File: src/rtl/insn_encoder.sv
// insn_encoder
//   Inverse of the instruction decoder. Takes decoded MIPS fields on a
//   valid/ready handshake and assembles each field set into a 32-bit
//   R/I/J-type word. Encoded words are buffered in a small FIFO and written
//   sequentially into instruction memory, starting at BASE_ADDR.
//
// Ports
//   clock, reset      system clock, synchronous active-high reset
//   start, finish     session control pulses (start honoured in IDLE,
//                     finish honoured in RUN)
//   in_valid/in_ready field-set handshake
//   opcode_in .. imm_in decoder-format fields; I-type immediate in imm_in[25:10]
//   mem_wr_en/mem_ready memory write handshake
//   mem_addr, mem_data byte address and word of the current write
//   err_illegal       one-cycle pulse per accepted unsupported encoding
//   done              one-cycle pulse when a drain completes
//   words_written     words committed this session
module insn_encoder #(
    parameter logic [31:0] BASE_ADDR  = 32'h80020000,
    parameter int unsigned FIFO_DEPTH = 4
) (
    input  logic        clock,
    input  logic        reset,
    input  logic        start,
    input  logic        finish,
    input  logic        in_valid,
    output logic        in_ready,
    input  logic [5:0]  opcode_in,
    input  logic [4:0]  rs_in,
    input  logic [4:0]  rt_in,
    input  logic [4:0]  rd_in,
    input  logic [4:0]  sa_in,
    input  logic [5:0]  func_in,
    input  logic [25:0] imm_in,
    output logic        mem_wr_en,
    input  logic        mem_ready,
    output logic [31:0] mem_addr,
    output logic [31:0] mem_data,
    output logic        err_illegal,
    output logic        done,
    output logic [15:0] words_written
);

    localparam int unsigned AW = (FIFO_DEPTH > 1) ? $clog2(FIFO_DEPTH) : 1;
    localparam logic [AW:0] DEPTH_CNT = (AW + 1)'(FIFO_DEPTH);

    typedef enum logic [1:0] {
        S_IDLE  = 2'd0,
        S_RUN   = 2'd1,
        S_DRAIN = 2'd2
    } state_t;

    typedef enum logic [1:0] {
        K_R = 2'd0,
        K_I = 2'd1,
        K_J = 2'd2
    } kind_t;

    state_t      r_state;
    state_t      w_state_nxt;
    logic        w_done_nxt;

    logic [31:0] r_fifo [FIFO_DEPTH];
    logic [AW-1:0] r_wptr;
    logic [AW-1:0] r_rptr;
    logic [AW:0]   r_count;

    logic        r_err;
    logic        r_done;
    logic [31:0] r_addr;
    logic [15:0] r_words;

    logic        w_full;
    logic        w_empty;
    logic        w_accept;
    logic        w_push;
    logic        w_pop;

    logic        w_legal;
    kind_t       w_kind;
    logic [4:0]  w_rs;
    logic [4:0]  w_rt;
    logic [4:0]  w_rd;
    logic [4:0]  w_sa;
    logic [31:0] w_word;

    // ------------------------------------------------------------------
    // Field encoding: pick the format, force the don't-care fields to zero
    // ------------------------------------------------------------------
    always_comb begin
        w_legal = 1'b1;
        w_kind  = K_R;
        w_rs    = rs_in;
        w_rt    = rt_in;
        w_rd    = rd_in;
        w_sa    = sa_in;

        case (opcode_in)
            6'b000000: begin
                w_kind = K_R;
                case (func_in)
                    // ALU register ops and variable shifts
                    6'b100000, 6'b100001, 6'b100010, 6'b100011,
                    6'b101010, 6'b101011, 6'b100100, 6'b100101,
                    6'b100110, 6'b100111, 6'b000100, 6'b000110,
                    6'b000111: w_sa = '0;
                    // constant shifts
                    6'b000000, 6'b000010, 6'b000011: w_rs = '0;
                    // multiply / divide
                    6'b011000, 6'b011001, 6'b011010, 6'b011011: begin
                        w_rd = '0;
                        w_sa = '0;
                    end
                    // MFHI / MFLO
                    6'b010000, 6'b010010: begin
                        w_rs = '0;
                        w_rt = '0;
                        w_sa = '0;
                    end
                    // JR
                    6'b001000: begin
                        w_rt = '0;
                        w_rd = '0;
                        w_sa = '0;
                    end
                    // JALR
                    6'b001001: begin
                        w_rt = '0;
                        w_sa = '0;
                    end
                    default: w_legal = 1'b0;
                endcase
            end
            6'b001001, 6'b001010, 6'b001011, 6'b001101, 6'b001110,
            6'b100011, 6'b101011, 6'b100000, 6'b101000, 6'b100100,
            6'b000100, 6'b000101: w_kind = K_I;
            6'b001111: begin                // LUI
                w_kind = K_I;
                w_rs   = '0;
            end
            6'b000110, 6'b000111: begin     // BLEZ / BGTZ
                w_kind = K_I;
                w_rt   = '0;
            end
            6'b000010, 6'b000011: w_kind = K_J;
            default: w_legal = 1'b0;
        endcase

        case (w_kind)
            K_I:     w_word = {opcode_in, w_rs, w_rt, imm_in[25:10]};
            K_J:     w_word = {opcode_in, imm_in};
            default: w_word = {opcode_in, w_rs, w_rt, w_rd, w_sa, func_in};
        endcase
    end

    // ------------------------------------------------------------------
    // Handshakes
    // ------------------------------------------------------------------
    assign w_full    = (r_count == DEPTH_CNT);
    assign w_empty   = (r_count == '0);
    assign in_ready  = (r_state == S_RUN) && !w_full;
    assign mem_wr_en = !w_empty && ((r_state == S_RUN) || (r_state == S_DRAIN));
    assign w_accept  = in_valid && in_ready;
    assign w_push    = w_accept && w_legal;
    assign w_pop     = mem_wr_en && mem_ready;

    // ------------------------------------------------------------------
    // Session FSM
    // ------------------------------------------------------------------
    always_comb begin
        w_state_nxt = r_state;
        w_done_nxt  = 1'b0;
        case (r_state)
            S_IDLE:  if (start)  w_state_nxt = S_RUN;
            S_RUN:   if (finish) w_state_nxt = S_DRAIN;
            S_DRAIN: begin
                // No pushes in DRAIN, so the FIFO is empty after this edge
                // when it is already empty or the last entry is popping.
                if (w_empty || ((r_count == (AW + 1)'(1)) && w_pop)) begin
                    w_state_nxt = S_IDLE;
                    w_done_nxt  = 1'b1;
                end
            end
            default: w_state_nxt = S_IDLE;
        endcase
    end

    always_ff @(posedge clock) begin
        if (reset) begin
            r_state <= S_IDLE;
            r_done  <= 1'b0;
            r_err   <= 1'b0;
        end else begin
            r_state <= w_state_nxt;
            r_done  <= w_done_nxt;
            r_err   <= w_accept && !w_legal;
        end
    end

    // ------------------------------------------------------------------
    // FIFO
    // ------------------------------------------------------------------
    always_ff @(posedge clock) begin
        if (reset) begin
            r_wptr  <= '0;
            r_rptr  <= '0;
            r_count <= '0;
        end else begin
            if (w_push) r_wptr <= r_wptr + 1'b1;
            if (w_pop)  r_rptr <= r_rptr + 1'b1;
            case ({w_push, w_pop})
                2'b10:   r_count <= r_count + 1'b1;
                2'b01:   r_count <= r_count - 1'b1;
                default: r_count <= r_count;
            endcase
        end
    end

    always_ff @(posedge clock) begin
        if (w_push) r_fifo[r_wptr] <= w_word;
    end

    // ------------------------------------------------------------------
    // Write address and word counter
    // ------------------------------------------------------------------
    always_ff @(posedge clock) begin
        if (reset) begin
            r_addr  <= BASE_ADDR;
            r_words <= '0;
        end else if ((r_state == S_IDLE) && start) begin
            r_addr  <= BASE_ADDR;
            r_words <= '0;
        end else if (w_pop) begin
            r_addr  <= r_addr + 32'd4;
            r_words <= r_words + 16'd1;
        end
    end

    assign mem_addr      = r_addr;
    assign mem_data      = w_empty ? '0 : r_fifo[r_rptr];
    assign err_illegal   = r_err;
    assign done          = r_done;
    assign words_written = r_words;

endmodule

File: config.mk
export PLATFORM = sky130hd
export DESIGN_NAME = insn_encoder
export DESIGN_NICKNAME = d
export VERILOG_FILES = /design/src/rtl/insn_encoder.sv
export SDC_FILE = /design/constraint.sdc
export NUM_CORES = 1
export LEC_CHECK = 0
export CORE_AREA = 2 2 148 150
export CTS_CLUSTER_DIAMETER = 120
export DETAILED_ROUTE_END_ITERATION = 7
export DIE_AREA = 0 0 150 152
export HOLD_SLACK_MARGIN = 0.15
export PLACE_DENSITY = 0.62
export SETUP_SLACK_MARGIN = 0.05
export SYNTH_ARGS = -nofsm -noshare
export SYNTH_HDL_FRONTEND = slang
export SYNTH_SLANG_ARGS = --single-unit
File: constraint.sdc
create_clock -name clock -period 6.1 [get_ports clock]
set_input_delay 0.61 -clock clock [delete_from_list [all_inputs] [get_ports clock]]
set_output_delay 0.61 -clock clock [all_outputs]
set_load 0.01 [all_outputs]
==> metrics.txt <==
status completed; Post-DP Area 10140 sq um; Top-Level Pins 148; Max VDD drop 0.0002225 V; Setup Buffers After CTS 0; cell area after layout 10740 sq um; Netlist cell types 56; die area 22800 sq um; Slew @ Worst Pin 841.6 ps; post-route setup TNS 0 ps; Switching Share 26.64%; CTS Buffer Depth 2; static leakage 3.660 nW; top cell type by total area after synthesis edfxtp_1; PwrDens 269.7 nW/um^2; Commonest cells post-synth edfxtp_1, dfxtp_1, nor2_1, nand2_1, nor2b_1; CP delay by family, top buffers and inverters; worst hold margin 480.6 ps; clk_skew 9.196 ps; #FFs+latches synth 187; GP Congestion 0.8955; sw power 0.7715 mW; die height 152 um; Via-to-Cell Ratio 5.275; Final HPWL DP 13260 um; type of the tightest min-delay check register to register; kind of critical path register to output port; layout cell share with drive strength beyond 1 11.46%; crit share post-route 55.66%; Warnings, synthesis 0; startpoint types register; Die W 150 um; final setup fails 0; clk sinks 187; Max Fclk 294.5 MHz; CTS tree done; Clock Power Share 37.5%; DR pass1 iterations 5; MaxCap Viol Count 0; DR DRC count 0; Yosys top cell area share 45.74%; Int Power 2.125 mW; first-pass GRT wire length 30560 um; area of the multi-input gates 3167 sq um; Clock Latency Late Sink 430 ps; DR iter-0 viols 306; Row Count 54; Flop pwr share 48.2%; Vias 5618; # fillers 1874; number of buffers added on ports 145; Total GRT Usage 17.43%; largest net degree at the start of global routing 42; core area 21350 sq um; Comb power frac 14.3%; post-synthesis cell count 628; quantity of gates resized following cts 0; Mapped Area 8403 sq um; Initial Util 39.36%; CTS Hold Bufs 0; register area 5026 sq um; Max Slew Vio Count 0; Routed Wire Length 19150 um; Final ANT Viol Nets 0; Critical Path Slowest Stage Cell clkdlybuf4s50_1; CP arrival 2790 ps; CTS Buf Count 17; sequential fraction of the synthesis area 59.80%; Hold Vio Cnt, Final 0; top-count cell post-synth edfxtp_1; critical path data required time 5490 ps; crit end category output port; H-tree depth 4; CP Buf/Inv Count 3; Max transition margin 43.89%; RSZ-0062 raised after global routing false; Synth-to-Final Area Change 27.77%; ys async rst share 0%; gr ovfl total 0; ys flop type edfxtp_1; antenna violations before repair 0; CP Cell Sequence inv_1, ha_1, nor2b_4, buf_4, nor2b_1, clkdlybuf4s50_1; number of synthesized flops with an enable pin 128; wire length per cell 17.98 um; Clock transition at path regs 70 ps; shortest period the worst path allows 3395 ps; largest stage delay on the critical path 530 ps; Layout Utilization 50.29%; antenna diode count 0; top cells by area, synth edfxtp_1, dfxtp_1, mux4_2; number of global-route vias before repair 5726; Post-layout nets 854; syn avg cell area 13.38 sq um; crit-path max FO 29; root buffer cell clkbuf_16
-- path summary, 6_finish.rpt --
check                             from                   endpoint  slack, ps  depth (start not counted)
max            r_count[0]$_SDFFE_PP0P_               mem_data[21]       2700                          6
min          mem_addr[26]$_SDFFE_PP0P_  mem_addr[26]$_SDFFE_PP0P_        480                          2
max reg2reg    r_count[0]$_SDFFE_PP0P_    r_count[2]$_SDFFE_PP0P_       3330                          8
min reg2reg  mem_addr[26]$_SDFFE_PP0P_  mem_addr[26]$_SDFFE_PP0P_        480                          2
-- worst register-to-register path, stage by stage (launching register included) --
cell     delay (ps)
dfxtp_1         350
inv_1           110
ha_1            210
nor2b_4         470
buf_4           500
nor2_4          160
ha_1            390
or3_1           360
a21oi_1         140
-- metal layers --
| layer | vias up | GRT usage [%] | routed length (um) |
|---|---|---|---|
| li1 | 2633 | - | - |
| met1 | 2773 | 23.42 | 8254 |
| met2 | 197 | 28.55 | 9487 |
| met3 | 15 | 3.814 | 1201 |
| met4 | 0 | 4.852 | 208 |
| met5 | - | 0 | 0 |
-- cell families after synthesis --
family          count (synthesis)  share of synthesized area [%]
other cells                     1                        0.04463
buf+inv                        52                          2.650
simple gates                  201                          13.82
xor+xnor                       39                          4.065
mux                            39                          9.440
compound gates                 91                          7.505
flops                         187                          59.80
fa+ha+maj                      18                          2.680
-- flip-flops by register name (all words and copies together), names as in the netlist, named ones only --
name / cells
r_wptr: 2
r_fifo: 128
err_illegal: 1
r_rptr: 2
words_written: 16
done: 1
r_state: 2
r_count: 3
mem_addr: 30
-- metrics by stage --
stage          cells  power [mW]  setup slack (ps)
2_1_floorplan    629       1.657              3400
3_3_place_gp    1033       1.834              2666
3_5_place_dp    1033       1.844              2568
4_1_cts         1065       2.931              2630
5_1_grt         1065       3.014              2549
6_report        1065       2.896              2705
-- power by group through the flow --
| stage | Sequential [mW] | Combinational [mW] | Clock (mW) |
|---|---|---|---|
| floorplan | 1.42 | 0.234 | 0 |
| global placement | 1.42 | 0.411 | 0 |
| detailed placement | 1.42 | 0.419 | 0 |
| CTS | 1.40 | 0.422 | 1.11 |
| global route | 1.40 | 0.454 | 1.16 |
| finish | 1.40 | 0.415 | 1.09 |
-- cells in the final DEF, fill, tap and decap left out, types with 7 or more instances in the layout --
cell,Yosys,layout
clkdlybuf4s50_1,0,145
edfxtp_1,128,128
dfxtp_1,59,58
nor2_1,47,47
nand2_1,39,39
nor2b_1,37,36
mux4_2,32,32
xor2_1,27,27
inv_1,22,22
a22o_1,21,21
ha_1,18,18
a21oi_1,17,17
clkbuf_16,0,17
nand3_1,16,16
o21ai_0,16,16
nand4_1,14,14
xnor2_1,12,12
a21o_1,11,11
buf_4,3,9
and2_1,7,7
-- final cells by class --
class	count	area share, %
clock inverter	15	1.550
multi-input combinational	390	29.50
inverter	22	0.7691
clock buffer	17	3.962
sequential	187	46.81
timing repair buffer	154	14.15
tap	280	3.263
Power figures use the tool's default switching activity.
